--- src/rtl/cache_pkg.sv ---
// Shared types and constants for the cache refill controller and its fill buffer.
package cache_pkg;

  localparam int WORD_W        = 32;
  localparam int WORDS_PER_BLK = 4;
  localparam int OFFSET_W      = 2;

  typedef enum logic [2:0] {
    IDLE,
    LOOKUP,
    REFILL,
    FILL,
    RESP,
    INV
  } state_e;

  typedef logic [WORDS_PER_BLK*WORD_W-1:0] line_t;

  function automatic logic [15:0] sat_inc16(input logic [15:0] val);
    return (val == 16'hFFFF) ? val : val + 16'd1;
  endfunction

endpackage

--- src/rtl/cache_fill_buffer.sv ---
// Collects the memory words of one refill into a full cache line, one word per acknowledged beat.
module cache_fill_buffer
  import cache_pkg::*;
(
  input  logic                clk,
  input  logic                rst,
  input  logic                clear_i,
  input  logic                capture_i,
  input  logic [WORD_W-1:0]   word_i,
  output logic [OFFSET_W-1:0] beat_o,
  output logic                last_o,
  output line_t               line_o
);

  logic [OFFSET_W-1:0] beat_q, beat_d;
  line_t               line_q, line_d;

  // The beat counter wraps to zero after the final word, so no explicit reset is needed after a fill.
  always_comb begin
    beat_d = beat_q;
    line_d = line_q;
    if (clear_i) begin
      beat_d = '0;
    end else if (capture_i) begin
      line_d[int'(beat_q)*WORD_W +: WORD_W] = word_i;
      beat_d = beat_q + 1'b1;
    end
  end

  always_ff @(posedge clk) begin
    if (rst) begin
      beat_q <= '0;
      line_q <= '0;
    end else begin
      beat_q <= beat_d;
      line_q <= line_d;
    end
  end

  assign beat_o = beat_q;
  assign last_o = (beat_q == OFFSET_W'(WORDS_PER_BLK - 1));
  assign line_o = line_q;

endmodule

--- src/rtl/cache_refill_ctrl.sv ---
// Read/refill/invalidate sequencer for the direct-mapped 4-word-block cache array.
// Define CACHE_STATS_EN to add saturating hit_cnt/miss_cnt outputs.
module cache_refill_ctrl
  import cache_pkg::*;
#(
  parameter int ADDR_W = 15
) (
  input  logic                       clk,
  input  logic                       rst,
  input  logic                       cpu_req,
  input  logic [ADDR_W-1:0]          cpu_addr,
  input  logic                       inv_req,
  output logic                       cpu_ready,
  output logic [WORD_W-1:0]          cpu_rdata,
  output logic [ADDR_W-1:0]          cache_addr,
  input  logic                       cache_hit,
  input  logic [WORD_W-1:0]          cache_rdata,
  output logic                       fill_en,
  output logic [WORDS_PER_BLK*WORD_W-1:0] fill_line,
  output logic                       inv_en,
  output logic                       mem_req,
  output logic [ADDR_W-1:0]          mem_addr,
  input  logic                       mem_ack,
  input  logic [WORD_W-1:0]          mem_rdata
`ifdef CACHE_STATS_EN
  ,
  output logic [15:0]                hit_cnt,
  output logic [15:0]                miss_cnt
`endif
);

  state_e              state_q, state_d;
  logic [ADDR_W-1:0]   addr_q, addr_d;
  logic [WORD_W-1:0]   rdata_q, rdata_d;
  logic [OFFSET_W-1:0] beat;
  logic                lastBeat;
  logic                clearBeat;
  logic                capture;
  line_t               line;

  always_ff @(posedge clk) begin
    if (rst) begin
      state_q <= IDLE;
      addr_q  <= '0;
      rdata_q <= '0;
    end else begin
      state_q <= state_d;
      addr_q  <= addr_d;
      rdata_q <= rdata_d;
    end
  end

  // Invalidate wins over a read in IDLE; the held read is picked up on the return to IDLE.
  always_comb begin
    state_d = state_q;
    addr_d  = addr_q;
    rdata_d = rdata_q;
    case (state_q)
      IDLE: begin
        if (inv_req) begin
          addr_d  = cpu_addr;
          state_d = INV;
        end else if (cpu_req) begin
          addr_d  = cpu_addr;
          state_d = LOOKUP;
        end
      end
      INV:    state_d = IDLE;
      LOOKUP: begin
        if (cache_hit) begin
          rdata_d = cache_rdata;
          state_d = RESP;
        end else begin
          state_d = REFILL;
        end
      end
      REFILL: if (mem_ack && lastBeat) state_d = FILL;
      FILL:   state_d = LOOKUP;
      RESP:   state_d = IDLE;
      default: state_d = IDLE;
    endcase
  end

  always_comb begin
    cpu_ready = 1'b0;
    fill_en   = 1'b0;
    inv_en    = 1'b0;
    mem_req   = 1'b0;
    clearBeat = 1'b0;
    capture   = 1'b0;
    case (state_q)
      INV:    inv_en = 1'b1;
      LOOKUP: clearBeat = !cache_hit;
      REFILL: begin
        mem_req = 1'b1;
        capture = mem_ack;
      end
      FILL:   fill_en = 1'b1;
      RESP:   cpu_ready = 1'b1;
      default: ;
    endcase
  end

  cache_fill_buffer u_fill_buffer (
    .clk       (clk),
    .rst       (rst),
    .clear_i   (clearBeat),
    .capture_i (capture),
    .word_i    (mem_rdata),
    .beat_o    (beat),
    .last_o    (lastBeat),
    .line_o    (line)
  );

  assign cache_addr = addr_q;
  assign mem_addr   = {addr_q[ADDR_W-1:OFFSET_W], beat};
  assign cpu_rdata  = rdata_q;
  assign fill_line  = line;

`ifdef CACHE_STATS_EN
  logic        reLookup_q;
  logic [15:0] hitCnt_q;
  logic [15:0] missCnt_q;

  // The lookup right after FILL always hits by construction, so it is not a real hit.
  always_ff @(posedge clk) begin
    if (rst) begin
      reLookup_q <= 1'b0;
      hitCnt_q   <= '0;
      missCnt_q  <= '0;
    end else begin
      reLookup_q <= (state_q == FILL);
      if (state_q == LOOKUP && cache_hit && !reLookup_q) hitCnt_q <= sat_inc16(hitCnt_q);
      if (state_q == LOOKUP && !cache_hit) missCnt_q <= sat_inc16(missCnt_q);
    end
  end

  assign hit_cnt  = hitCnt_q;
  assign miss_cnt = missCnt_q;
`endif

endmodule

--- config.mk ---
export PLATFORM = sky130hd
export DESIGN_NAME = cache_refill_ctrl
export DESIGN_NICKNAME = d
export VERILOG_FILES = /design/src/rtl/cache_pkg.sv /design/src/rtl/cache_fill_buffer.sv /design/src/rtl/cache_refill_ctrl.sv
export SDC_FILE = /design/constraint.sdc
export NUM_CORES = 1
export LEC_CHECK = 0
export BUFFER_PORTS_ARGS = -buffer_cell sky130_fd_sc_hd__buf_2
export CAP_MARGIN = 5
export CORE_MARGIN = 2
export CORE_UTILIZATION = 50
export DETAILED_ROUTE_END_ITERATION = 10
export PLACE_DENSITY = 0.81
export REMOVE_ABC_BUFFERS = 1
export SLEW_MARGIN = 10
export SYNTH_ARGS = -nofsm -noshare
export SYNTH_HDL_FRONTEND = slang
export SYNTH_SLANG_ARGS = --single-unit
--- constraint.sdc ---
create_clock -name clk -period 2.3 [get_ports clk]
set_clock_uncertainty 0.05 [all_clocks]
set_input_delay 0.345 -clock clk [delete_from_list [all_inputs] [get_ports clk]]
set_output_delay 0.345 -clock clk [all_outputs]
set_load 0.01 [all_outputs]
### Yosys cells after proc, flatten, opt, wreduce, memory -nomap -nowiden

Cells that the tools add are included.

| cells by class | value |
|---|---|
| add/subtract/negate cells | 2 |
| equality and inequality tests | 8 |
| shifts and indexed selects | 2 |
| mux-type cells | 14 |
| bitwise operators | 1 |
| reduce and logical (&&, ||, !) cells | 9 |

Operators with widths:

| kind | count |
|---|---|
| $bwmux W128 | 1 |
| $shift A32 B33 Y128 const A | 1 |
| $shiftx A32 B33 Y128 | 1 |
| $neg A7 Y33 | 1 |
| $mux W15 | 2 |
| $mux W3 | 4 |
| $pmux W3 S4 | 1 |
| $reduce_and A2 Y1 | 4 |
| $eq A3 B2 Y1 const B | 2 |
| $eq A3 B3 Y1 const B | 2 |
| $mux W1 | 6 |
| $eq A3 B1 Y1 const B | 1 |
| $logic_not A3 Y1 | 1 |
| $ne A3 B3 Y1 const B | 1 |
| $add A2 B1 Y2 const B | 1 |
| $eq A2 B2 Y1 const B | 1 |
| $ne A2 B2 Y1 const B | 1 |
| $reduce_bool A2 Y1 | 1 |
| $reduce_or A2 Y1 | 1 |
| $logic_and A1 B1 Y1 | 1 |
| $logic_not A1 Y1 | 1 |
| $not A1 Y1 | 1 |

| word-level totals | value |
|---|---|
| register bits | 180 |
| input bits | 85 |
| logic and storage cells | 41 |

### Logic depth before layout (Yosys ltp)

| logic depth | value |
|---|---|
| depth in word-level cells | 4 |
| mapped depth | 8 |
| gate-level depth less buffers | 5 |

### Modules after synthesis

Synthesis repeated with hierarchy kept, for this count alone.

| second synthesis, totals | value |
|---|---|
| cell total of the unflattened synthesis | 553 |
| area, all modules | 6208.5 sq um |

Modules (own cells, without submodules):

| module | times used | cells each | area each (sq um) | sequential area each (sq um) |
|---|---|---|---|---|
| cache_fill_buffer | 1 | 311 | 4122.7 | 2602.5 |
| cache_refill_ctrl | 1 | 242 | 2085.8 | 1001.0 |

### Least setup slack after synthesis

OpenSTA, ideal clock, no wires.

| path | value |
|---|---|
| kind | reg2reg |
| start | reg u_fill_buffer.beat_q[0], in the netlist u_fill_buffer.beat_o[0] |
| end | reg u_fill_buffer.line_q[12], in the netlist u_fill_buffer.line_o[12] |
| arrival time | 1.934 ns |
| slack | 0.242 ns |
| stages on the path, launching flop included | 8 |
| buffers on the path | 2 |
| cells stage by stage | dfxtp_1 inv_1 ha_1 clkbuf_2 nor3b_2 clkbuf_1 nand4_1 o21ai_0 |

| on the way | value |
|---|---|
| longest elaborated chain between the ends | 3 |
| elaborated cells between the ends (all ways) | 4 |
| classes of those cells | 1 x add/sub; 2 x shift; 1 x mux |

Ends and longest elaborated chain:

| item | RTL line | source |
|---|---|---|
| start: declaration | cache_fill_buffer.sv:15 | `logic [OFFSET_W-1:0] beat_q, beat_d;` |
| start signal: assignment | cache_fill_buffer.sv:35 | `beat_q <= beat_d;` |
| $neg A7 Y33 (*) | cache_fill_buffer.sv:25 | `line_d[int'(beat_q)*WORD_W +: WORD_W] = word_i;` |
| $shiftx A32 B33 Y128 / $shift A32 B33 Y128 (equally long branches) | cache_fill_buffer.sv:25 |  |
| $bwmux W128 (*) | cache_fill_buffer.sv:25 |  |
| end signal: assignment | cache_fill_buffer.sv:36 | `line_q <= line_d;` |
| end: declaration | cache_fill_buffer.sv:16 | `line_t line_q, line_d;` |

Every way passes the cells marked *; elsewhere a longest branch is shown, timed or not.
A chain may end at the register's enable or synchronous reset.

### Final worst setup path

| path | value |
|---|---|
| start | reg state_q[0] |
| end | out fill_en |

| on the way | value |
|---|---|
| longest elaborated chain between the ends | 2 |

Ends and longest elaborated chain:

| item | RTL line | source |
|---|---|---|
| start: declaration | cache_refill_ctrl.sv:32 | `state_e state_q, state_d;` |
| start signal: assignment | cache_refill_ctrl.sv:47 | `state_q <= state_d;` |
| $eq A3 B2 Y1 | cache_refill_ctrl.sv:91 | `case (state_q)` |
| $mux W1 | cache_refill_ctrl.sv:91 |  |
| end: declaration | cache_refill_ctrl.sv:18 | `output logic fill_en,` |

No other way between the ends.

==> out/metrics.csv <==
stage;metric;value;unit
run_status;status;completed;
worst_setup_path;Max FO, Critical Path;12;
grt;vias in the first global route;6752;
clock_tree;post-CTS sizing;0;
timing;setup violators final;0;
timing;RSZ-0062 raised after global routing;no;
timing;Final Cycle Share;88.1;%
clock_tree;H-tree depth;4;
floorplan;die width;128;um
finish;share of cells above drive strength 1;31.0;%
floorplan;chip height;128;um
pwr;VDD IR max;0.450;mV
clock_tree;TritonCTS Buffers;17;
pwr;Tot Pwr;6.61;mW
grt;met1 usage;33.5;%
worst_setup_path;critical path capture point type;primary output;
clock_tree;clk root buf;clkbuf_16;
worst_hold_path;Hold Crit Depth;3;
yosys;Ys Warns;0;
yosys;cells after synthesis;883;
worst_setup_path;worst r2r src;u_fill_buffer.beat_o[1];
floorplan;I/O pin total;279;
floorplan;die area;16400;um2
job;Max Cap Violations;0;
finish;Net count, final;1192;
floorplan;Core Box Area;15100;um2
clock_tree;Clock Pin Slew Worst Setup and Hold Paths;0.07;ns
floorplan;Starting Density;50.9;%
clock_tree;worst skew pair latency;0.42;ns
worst_setup_path;flop-to-flop setup slack;0.36;ns
placed_design;placer congestion estimate;0.801;
finish;most common cell after layout, fill and taps aside;buf_2;
clock_tree;Max clock buf depth;2;
finish;Layout fillers;1308;
yosys;top-area cell type share of the netlist area;46.7;%
yosys;Yosys cell types;33;
worst_setup_path;arrival time worst endpoint;1.63;ns
drt;DR WL/cell;17.3;um
worst_hold_path;hold endpoint;cpu_rdata[23];
finish;Core Util, Final;63.8;%
grt;M2 GR Usage;44.7;%
pwr;Power Density;685;nW/um2
drt;DRC violation total after the first TritonRoute iteration;584;
timing;fmax;0.493;GHz
worst_hold_path;worst hold path type;in -> reg;
grt;initial antenna violation count;1;
timing;Hold WS;0.0995;ns
finish;most frequent cells in the layout;277 x buf_2, 180 x dfxtp_1, 158 x nand2b_1;
grt;global-route usage over all layers;26.9;%
yosys;Post-Syn Area;7710;um2
finish;area taken by flip-flops and latches;3600;um2
yosys;Seq/Total Area, Yosys;46.7;%
clock_tree;Post-CTS Setup Repair Bufs;0;
yosys;area leader, netlist;dfxtp_1;
drt;via count;7353;
worst_setup_path;Setup CP Type;reg -> out;
worst_hold_path;Hold Path Origin;cache_rdata[23];
timing;Least-Margin Pin Slew;0.462;ns
timing;Setup TNS Final;0;ns
finish;Area Overhead vs Synth;25.2;%
timing;Slew HR;69.1;%
placed_design;IO Port Bufs;278;
worst_setup_path;startpoint types;flop;
grt;first-pass GRT wire length;35000;um
finish;Multi-input gate area;3570;um2
worst_setup_path;worst-case reg-to-reg path depth;6;
worst_setup_path;reg2reg end;u_fill_buffer.line_o[89];
timing;min Tclk post-route;2.03;ns
grt;Overflow after GRT;0;
drt;Routed WL;22600;um
floorplan;FP Rows;45;
worst_setup_path;Req. time, crit path;1.90;ns
drt;Routed Antenna Nets;0;
placed_design;Final HPWL DP;15200;um
yosys;synth top area cells;dfxtp_1 47%, nand2b_1 13%, nand4_1 10%, o21ai_0 7.2%, nand2_1 3.2%;
grt;largest net degree at the start of global routing;85;
grt;met3 usage;6.18;%
clock_tree;clock sink count;180;
yosys;Syn Area/Cell;8.74;um2
pwr;Leakage Power;4.13;nW
drt;TritonRoute pass-1 iters;5;
yosys;#FFs+latches synth;180;
timing;endpoints failing hold;0;
drt;Vias/cell;5.64;
timing;Max Slew Vio Count;0;
grt;GRT Max-Usage Layer;met2;
clock_tree;Hold-fix buffers, CTS;0;
clock_tree;TritonCTS clock tree;done;
drt;post-detailed-route DRC marker count;0;
==> sequential cells by signal, summed over array words and instances (netlist names) <==
name                  flops
u_fill_buffer.line_o    128
state_q                   3
cpu_rdata                32
cache_addr               15
u_fill_buffer.beat_o      2
==> cells by family (layout without fill, tap and decap cells) <==
group | after synthesis | after routing | synth area share [%]
and+or+nand+nor | 407 | 407 | 32.1
adders and majority gates | 5 | 5 | 0.811
other | 0 | 1 | 0
muxes | 18 | 18 | 2.34
DFF | 180 | 180 | 46.7
buffers and inverters | 108 | 340 | 7.15
AOI/OAI and AO/OA | 164 | 164 | 10.8
xor gates and xnor gates | 1 | 1 | 0.114
==> through the flow <==
| stage | worst slack (ns) | instance area (um2) | std cells |
|---|---|---|---|
| 6_report | 0.273 | 9660 | 1304 |
| 5_1_grt | 0.133 | 9660 | 1304 |
| 4_1_cts | 0.262 | 9660 | 1303 |
| 3_5_place_dp | 0.403 | 9100 | 1271 |
| 3_3_place_gp | 0.521 | 9100 | 1271 |
| 2_1_floorplan | -0.736 | 7170 | 777 |
==> report_power, final <==
| part | switching [mW] | internal, mW |
|---|---|---|
| Combinational | 0.335 | 0.266 |
| Clock | 1.22 | 1.55 |
| Sequential | 0.0567 | 3.18 |
| Total | 1.61 | 5.00 |
==> metal layers <==
| metal | part of all wire, % | vias to the layer above | routed length (um) |
|---|---|---|---|
| li1 | - | 3486 | - |
| met1 | 42 | 3438 | 9360 |
| met2 | 48 | 386 | 10700 |
| met3 | 8.0 | 43 | 1800 |
| met4 | 2.9 | 0 | 660 |
| met5 | 0 | - | 0 |
==> layout make-up <==
cell class	count	area share (%)
sequential	180	37.3
multi-input combinational	595	37.0
timing repair buffer	306	17.4
clock buffer	20	4.73
tap	188	2.43
clock inverter	12	1.09
inverter	2	0.0777
antenna	1	0.0259
==> Yosys cell counts, drive strengths merged <==
cell,instances
nand2,65
and3b,2
and2,5
clkdlybuf4s25,1
inv,2
mux2i,18
nor4,2
clkbuf,56
or3,1
nor3b,4
buf,49
a21oi,32
nor2b,33
xnor2,1
nor4b,2
ha,5
and4bb,3
nand2b,158
nand4bb,1
dfxtp,180
a21o,1
nor3,1
a211oi,3
nor2,2
o21ai,128
nand4,128
==> worst max-delay path, cell delays in order (launching register included) <==
cell	delay, ns
dfxtp_1	0.60
nor2b_1	0.29
and2_1	0.17
buf_2	0.16
==> how the worst max path moves through the flow <==
stage / from / end
CTS: state_q[0] / fill_en
finish: state_q[0] / fill_en
global route: state_q[0] / fill_en
floorplan: state_q[1] / u_fill_buffer.line_o[64]
global placement: state_q[1] / u_fill_buffer.line_o[65]
detailed placement: u_fill_buffer.beat_o[1] / u_fill_buffer.line_o[89]
Power figures use the tool's default switching activity.
